==> src/rtl/rename_reg_file.sv <==
// Rename-aware architectural register file.
// Each register holds a value, a busy flag and the ROB tag of its pending
// producer. Reads are combinational with a same-cycle commit bypass; rename,
// commit and flush all take effect on the next rising edge while rdy is high.
module rename_reg_file #(
    parameter int XLEN  = 32,
    parameter int NREG  = 32,
    parameter int TAG_W = 4
) (
    input  logic                      clk,
    input  logic                      rst,
    input  logic                      rdy,
    input  logic [$clog2(NREG)-1:0]   rs1,
    input  logic [$clog2(NREG)-1:0]   rs2,
    output logic                      rs1_ready,
    output logic [XLEN-1:0]           rs1_val,
    output logic [TAG_W-1:0]          rs1_tag,
    output logic                      rs2_ready,
    output logic [XLEN-1:0]           rs2_val,
    output logic [TAG_W-1:0]          rs2_tag,
    input  logic                      ren_en,
    input  logic [$clog2(NREG)-1:0]   ren_rd,
    input  logic [TAG_W-1:0]          ren_tag,
    input  logic                      cmt_en,
    input  logic [$clog2(NREG)-1:0]   cmt_rd,
    input  logic [TAG_W-1:0]          cmt_tag,
    input  logic [XLEN-1:0]           cmt_val,
    input  logic                      flush,
    output logic [$clog2(NREG):0]     busy_cnt
);

    localparam int AW = $clog2(NREG);

    logic [XLEN-1:0]  val_r [NREG];
    logic [TAG_W-1:0] tag_r [NREG];
    logic [NREG-1:0]  busy_r;
    logic [NREG-1:0]  busy_nxt;

    logic cmt_live;
    logic ren_live;

    // x0 is hardwired, so rename/commit aimed at it are discarded up front.
    assign cmt_live = cmt_en && (cmt_rd != '0);
    assign ren_live = ren_en && (ren_rd != '0) && !flush;

    // Read one port: x0 constant, commit bypass on tag match, else stored state.
    function automatic logic [XLEN+TAG_W:0] read_port(input logic [AW-1:0] rs);
        logic hit;
        hit = cmt_en && (cmt_rd == rs) && busy_r[rs] && (tag_r[rs] == cmt_tag);
        if (rs == '0)
            read_port = {1'b1, {XLEN{1'b0}}, {TAG_W{1'b0}}};
        else if (hit)
            read_port = {1'b1, cmt_val, tag_r[rs]};
        else
            read_port = {~busy_r[rs], val_r[rs], tag_r[rs]};
    endfunction

    // Number of set bits in the busy vector.
    function automatic logic [AW:0] popcount(input logic [NREG-1:0] v);
        popcount = '0;
        for (int i = 0; i < NREG; i++)
            popcount = popcount + {{AW{1'b0}}, v[i]};
    endfunction

    // Combinational operand reads for both ports.
    always_comb begin
        {rs1_ready, rs1_val, rs1_tag} = read_port(rs1);
        {rs2_ready, rs2_val, rs2_tag} = read_port(rs2);
    end

    // Next busy vector: flush clears everything, commit clears on tag match,
    // and rename is applied last so it wins over a same-register commit.
    always_comb begin
        busy_nxt = busy_r;
        if (flush) begin
            busy_nxt = '0;
        end else begin
            if (cmt_live && (tag_r[cmt_rd] == cmt_tag))
                busy_nxt[cmt_rd] = 1'b0;
            if (ren_live)
                busy_nxt[ren_rd] = 1'b1;
        end
    end

    // State update: reset dominates; rdy low freezes everything else.
    always_ff @(posedge clk) begin
        if (!rst) begin
            busy_r   <= '0;
            busy_cnt <= '0;
            for (int i = 0; i < NREG; i++) begin
                val_r[i] <= '0;
                tag_r[i] <= '0;
            end
        end else if (rdy) begin
            busy_r   <= busy_nxt;
            busy_cnt <= popcount(busy_nxt);
            if (cmt_live)
                val_r[cmt_rd] <= cmt_val;
            if (ren_live)
                tag_r[ren_rd] <= ren_tag;
        end
    end

endmodule

==> config.mk <==
export PLATFORM = sky130hd
export DESIGN_NAME = rename_reg_file
export DESIGN_NICKNAME = d
export VERILOG_FILES = /design/src/rtl/rename_reg_file.sv
export SDC_FILE = /design/constraint.sdc
export NUM_CORES = 2
export LEC_CHECK = 0
export CELL_PAD_IN_SITES_DETAIL_PLACEMENT = 2
export CELL_PAD_IN_SITES_GLOBAL_PLACEMENT = 2
export CORE_UTILIZATION = 40
export CTS_CLUSTER_DIAMETER = 30
export DETAILED_ROUTE_END_ITERATION = 7
export GPL_ROUTABILITY_DRIVEN = 0
export MAX_ROUTING_LAYER = met4
export PLACE_DENSITY = 0.76
export SETUP_SLACK_MARGIN = 0.02
export SYNTH_ARGS = -nofsm -noshare
export SYNTH_HDL_FRONTEND = slang
export SYNTH_SLANG_ARGS = --single-unit
==> constraint.sdc <==
create_clock -name clk -period 19.41 [get_ports clk]
set_clock_uncertainty 0.05 [all_clocks]
set_input_delay 1.941 -clock clk [delete_from_list [all_inputs] [get_ports clk]]
set_output_delay 1.941 -clock clk [all_outputs]
set_load 0.05 [all_outputs]
==> tab_implementation.tex <==
\begin{tabular}{lr}
\hline
Metric & Value \\
\hline
\multicolumn{2}{l}{\textbf{Clock network}} \\
\quad Clk Latency, worst-skew pair & 0.93 ns \\
\quad TritonCTS clock tree & yes \\
\quad Setup bufs post-CTS & 0 \\
\quad Total CTS buffers & 343 \\
\quad Clock-pin transition on the worst setup and hold timing paths & 0.05 ns \\
\quad Cts hold-fix bufs & 0 \\
\quad Cts repair resizes & 0 \\
\quad Number of buffers between clock root and the deepest sink & 4 \\
\quad Number of H-tree branching levels & 5 \\
\quad Clock tree root buffer cell & sky130\_fd\_sc\_hd\_\_clkbuf\_16 \\
\quad Total clock sinks & 1190 \\
\multicolumn{2}{l}{\textbf{Setup path}} \\
\quad Worst Path Required & 20.12 ns \\
\quad Critical path data arrival time & 10.32 ns \\
\quad Critical-path top delay cell & sky130\_fd\_sc\_hd\_\_or3b\_4 \\
\quad Kind of cell adding the most delay to the critical path & adder cells \\
\quad CP max FO & 41 \\
\quad Top cell by count, worst path & sky130\_fd\_sc\_hd\_\_fa\_1 \\
\quad Buffers \& Inverters on Critical Path & 7 \\
\quad Kind of start point of the critical path & input pin \\
\quad Worst setup EP type & flop \\
\quad Crit path largest cell delay & 0.66 ns \\
\quad Crit Path Class & in2reg \\
\multicolumn{2}{l}{\textbf{GRT}} \\
\quad Pin count of the biggest net entering global routing & 145 \\
\quad Global-route wire length before repair & 428800 um \\
\quad Number of global-route vias before repair & 54649 \\
\quad Number of antenna violations at the first check in global routing & 11 \\
\quad Total routing resource utilization after global routing & 37.18\% \\
\quad Congestion Overflow GR & 0 \\
\multicolumn{2}{l}{\textbf{Logic synthesis}} \\
\quad Cell with the most instances after synthesis & sky130\_fd\_sc\_hd\_\_edfxtp\_1 \\
\quad Combinational family with the most area after synthesis & multiplexers \\
\quad Synth area leaders & sky130\_fd\_sc\_hd\_\_edfxtp\_1 52\%, sky130\_fd\_sc\_hd\_\_mux4\_2 25\%, sky130\_fd\_sc\_hd\_\_nor3\_1 7.7\% \\
\quad Synth unique cells & 74 \\
\quad Yosys warning total & 0 \\
\quad Async S/R FF share, synth & 0\% \\
\quad EDFF count, synth & 1152 \\
\quad Avg Cell Area, Syn & 14.54 um2 \\
\quad Post-synthesis share of cell area spent on full adders, half adders and majority gates & 0.8573\% \\
\quad Area leader, netlist & sky130\_fd\_sc\_hd\_\_edfxtp\_1 \\
\quad Synthesized flop and latch total & 1190 \\
\quad Number of cells produced by synthesis & 4556 \\
\quad Compound-cell area share of the yosys netlist & 3.312\% \\
\quad Area of the mapped netlist & 66260 um2 \\
\quad Multiplexer fraction of the synthesized cell area & 27.02\% \\
\quad Top post-synthesis cells by count & 1152 x sky130\_fd\_sc\_hd\_\_edfxtp\_1, 1014 x sky130\_fd\_sc\_hd\_\_nor3\_1, 732 x sky130\_fd\_sc\_hd\_\_mux4\_2 \\
\quad Top cell type's share of synthesized area & 52.21\% \\
\quad Parity-gate share of the synthesized area counting xor and xnor cells & 0.2512\% \\
\quad Proportion of synthesized chip area in sequential cells & 53.36\% \\
\quad Most used flip-flop cell after synthesis & sky130\_fd\_sc\_hd\_\_edfxtp\_1 \\
\quad Post-synthesis simple-gate area fraction & 11.11\% \\
\multicolumn{2}{l}{\textbf{Final layout}} \\
\quad Area Overhead vs Synth & 22.19\% \\
\quad Total of fill cells in the finished design & 14800 \\
\quad Share of post-route cells with drive strength above 1 & 29.82\% \\
\quad Final core utilization & 49.51\% \\
\quad NumNets Final & 4701 \\
\multicolumn{2}{l}{\textbf{STA}} \\
\quad Final Max Tran Viols & 0 \\
\quad Count of final setup violators & 0 \\
\quad Fin. Hold Viols & 0 \\
\quad Setup repair after global routing missed its margin & false \\
\quad Max Clk Rate & 104.1 MHz \\
\quad Setup tns final & 0 ns \\
\quad Relative max-transition margin & 9.969\% \\
\quad Shortest clock period the worst path allows after layout & 9.608 ns \\
\quad Final clock period utilization by the worst path & 49.50\% \\
\quad Worst-margin pin slew & 1.349 ns \\
\multicolumn{2}{l}{\textbf{Floorplan}} \\
\quad Initial core utilization & 40.52\% \\
\quad Standard-cell rows & 148 \\
\quad Die Outline Area & 167300 um2 \\
\quad Die Height & 409.0 um \\
\quad Die span in x & 409.0 um \\
\quad Boundary Pins & 146 \\
\quad Placeable Area & 163500 um2 \\
\multicolumn{2}{l}{\textbf{Power and ir drop}} \\
\quad Worst ir drop on vdd & 96.67 uV \\
\quad Areal power density over the cells & 121.5 nW/um2 \\
\quad Sum of internal, switching and leakage power & 9.836 mW \\
\quad Leakage dissipation & 26.89 nW \\
\multicolumn{2}{l}{\textbf{Worst hold path}} \\
\quad Hold Path Class & reg2reg \\
\multicolumn{2}{l}{\textbf{Drt}} \\
\quad DR WL/cell & 43.14 um \\
\quad Detailed-route vias per instance & 7.217 \\
\quad Via count & 50876 \\
\quad Violation count after the first detailed-route iteration & 7450 \\
\quad Total iterations of the first detailed-routing run & 5 \\
\quad Residual antenna-violating net count after detailed routing & 0 \\
\quad WL final & 304100 um \\
\quad Final routed DRC violation total & 0 \\
\multicolumn{2}{l}{\textbf{Status}} \\
\quad Status & finished clean \\
\multicolumn{2}{l}{\textbf{Run}} \\
\quad Max-cap violations & 0 \\
\multicolumn{2}{l}{\textbf{Placed design}} \\
\quad Half-perimeter wire length after detailed placement & 161900 um \\
\quad Number of port buffers & 145 \\
\hline
\end{tabular}
[path summary, 6_finish.rpt]
kind | startpoint | end | slack (ns) | cells after the start
worst min-delay path | busy_r[25] | busy_r[25] | 0.49 | 2
worst max register to register | tag_r[19][1] | busy_cnt[4] | 11.35 | 26
worst min register to register | busy_r[25] | busy_r[25] | 0.49 | 2
worst max-delay path | cmt_rd[2] | busy_cnt[4] | 9.80 | 28
[layout make-up]
cell class | instances | area [um2] | share of cell area, %
sequential | 1190 | 35350 | 43.67
tap | 2175 | 2721 | 3.361
clock buffer | 399 | 8950 | 11.05
inverter | 74 | 285.3 | 0.3524
timing repair buffer | 282 | 2541 | 3.139
clock inverter | 204 | 2285 | 2.822
antenna | 12 | 30.03 | 0.03709
multi-input combinational | 2713 | 28800 | 35.57
[state kept, by name, indices dropped and copies added, names as in the netlist]
signal and cells:
busy_cnt 6, busy_r 32, tag_r 128, val_r 1024
[per-layer routing]
| metal | wire [um] | global-route usage [%] | vias up |
|---|---|---|---|
| li1 | - | - | 18717 |
| met1 | 107000 | 44.88 | 26859 |
| met2 | 143800 | 57.07 | 4171 |
| met3 | 34210 | 9.598 | 1129 |
| met4 | 19110 | 20.35 | 0 |
| met5 | 0 | - | - |
[through the flow]
step	hold WS (ns)	cell area, um2	cells	worst slack (ns)
2_1_floorplan	0.3776	66390	4591	10.33
5_1_grt	0.5135	80960	7046	9.522
6_report	0.4916	80960	7049	9.802
3_3_place_gp	0.4209	69700	6434	9.152
4_1_cts	0.4852	80930	7037	9.911
3_5_place_dp	0.4367	69700	6434	8.994
[cell families (layout without fill, tap and decap cells)]
kind of cell	after synthesis	count (layout)
fa+ha+maj	31	31
buf+inv	688	959
xor+xnor	19	19
other cells	1	48
compound gates	305	305
flops	1190	1190
simple gates	1449	1449
mux	873	873
[power breakdown]
group	switching [mW]	internal, mW
logic	0.713	0.406
registers	0.113	2.96
clock network	1.76	3.88
total	2.58	7.25
[cell usage in the layout, fill, tap and decap left out, types with 32 or more instances in the layout]
cell type / synthesis / layout
sky130_fd_sc_hd__o211a_1: 32 / 32
sky130_fd_sc_hd__nor3_1: 1014 / 1014
sky130_fd_sc_hd__conb_1: 1 / 36
sky130_fd_sc_hd__o21ai_0: 71 / 40
sky130_fd_sc_hd__clkdlybuf4s50_1: 0 / 133
sky130_fd_sc_hd__clkinv_2: 0 / 56
sky130_fd_sc_hd__clkbuf_16: 0 / 348
sky130_fd_sc_hd__buf_4: 8 / 137
sky130_fd_sc_hd__nand2_1: 141 / 141
sky130_fd_sc_hd__clkinv_1: 3 / 60
sky130_fd_sc_hd__a21oi_1: 62 / 62
sky130_fd_sc_hd__clkbuf_1: 491 / 46
sky130_fd_sc_hd__edfxtp_1: 1152 / 1152
sky130_fd_sc_hd__nor2_1: 54 / 54
sky130_fd_sc_hd__a41o_1: 32 / 32
sky130_fd_sc_hd__bufinv_16: 0 / 48
sky130_fd_sc_hd__dfxtp_1: 38 / 38
sky130_fd_sc_hd__mux4_2: 732 / 732
sky130_fd_sc_hd__mux2i_1: 134 / 134
sky130_fd_sc_hd__and2_1: 60 / 60
sky130_fd_sc_hd__and3_1: 84 / 84
sky130_fd_sc_hd__inv_1: 69 / 68
[worst register-to-register path, stage by stage, from the launching register on]
cell and delay, ns:
sky130_fd_sc_hd__edfxtp_1 0.49, sky130_fd_sc_hd__mux4_2 0.51, sky130_fd_sc_hd__nor3b_1 0.15, sky130_fd_sc_hd__a211o_1 0.25, sky130_fd_sc_hd__or4_1 0.53, sky130_fd_sc_hd__a211oi_2 0.28
sky130_fd_sc_hd__nand4b_2 0.13, sky130_fd_sc_hd__buf_4 0.29, sky130_fd_sc_hd__o311ai_1 0.36, sky130_fd_sc_hd__o21ai_0 0.20, sky130_fd_sc_hd__fa_1 0.58, sky130_fd_sc_hd__inv_1 0.06
sky130_fd_sc_hd__fa_1 0.51, sky130_fd_sc_hd__inv_1 0.07, sky130_fd_sc_hd__fa_1 0.51, sky130_fd_sc_hd__inv_1 0.07, sky130_fd_sc_hd__fa_1 0.53, sky130_fd_sc_hd__fa_1 0.43
sky130_fd_sc_hd__fa_1 0.51, sky130_fd_sc_hd__inv_1 0.05, sky130_fd_sc_hd__ha_1 0.21, sky130_fd_sc_hd__fa_1 0.47, sky130_fd_sc_hd__a21o_1 0.20, sky130_fd_sc_hd__a21oi_1 0.20
sky130_fd_sc_hd__xnor2_1 0.09, sky130_fd_sc_hd__mux2i_1 0.13, sky130_fd_sc_hd__nor2_1 0.06
No activity file was read; power rests on OpenSTA's default activity.
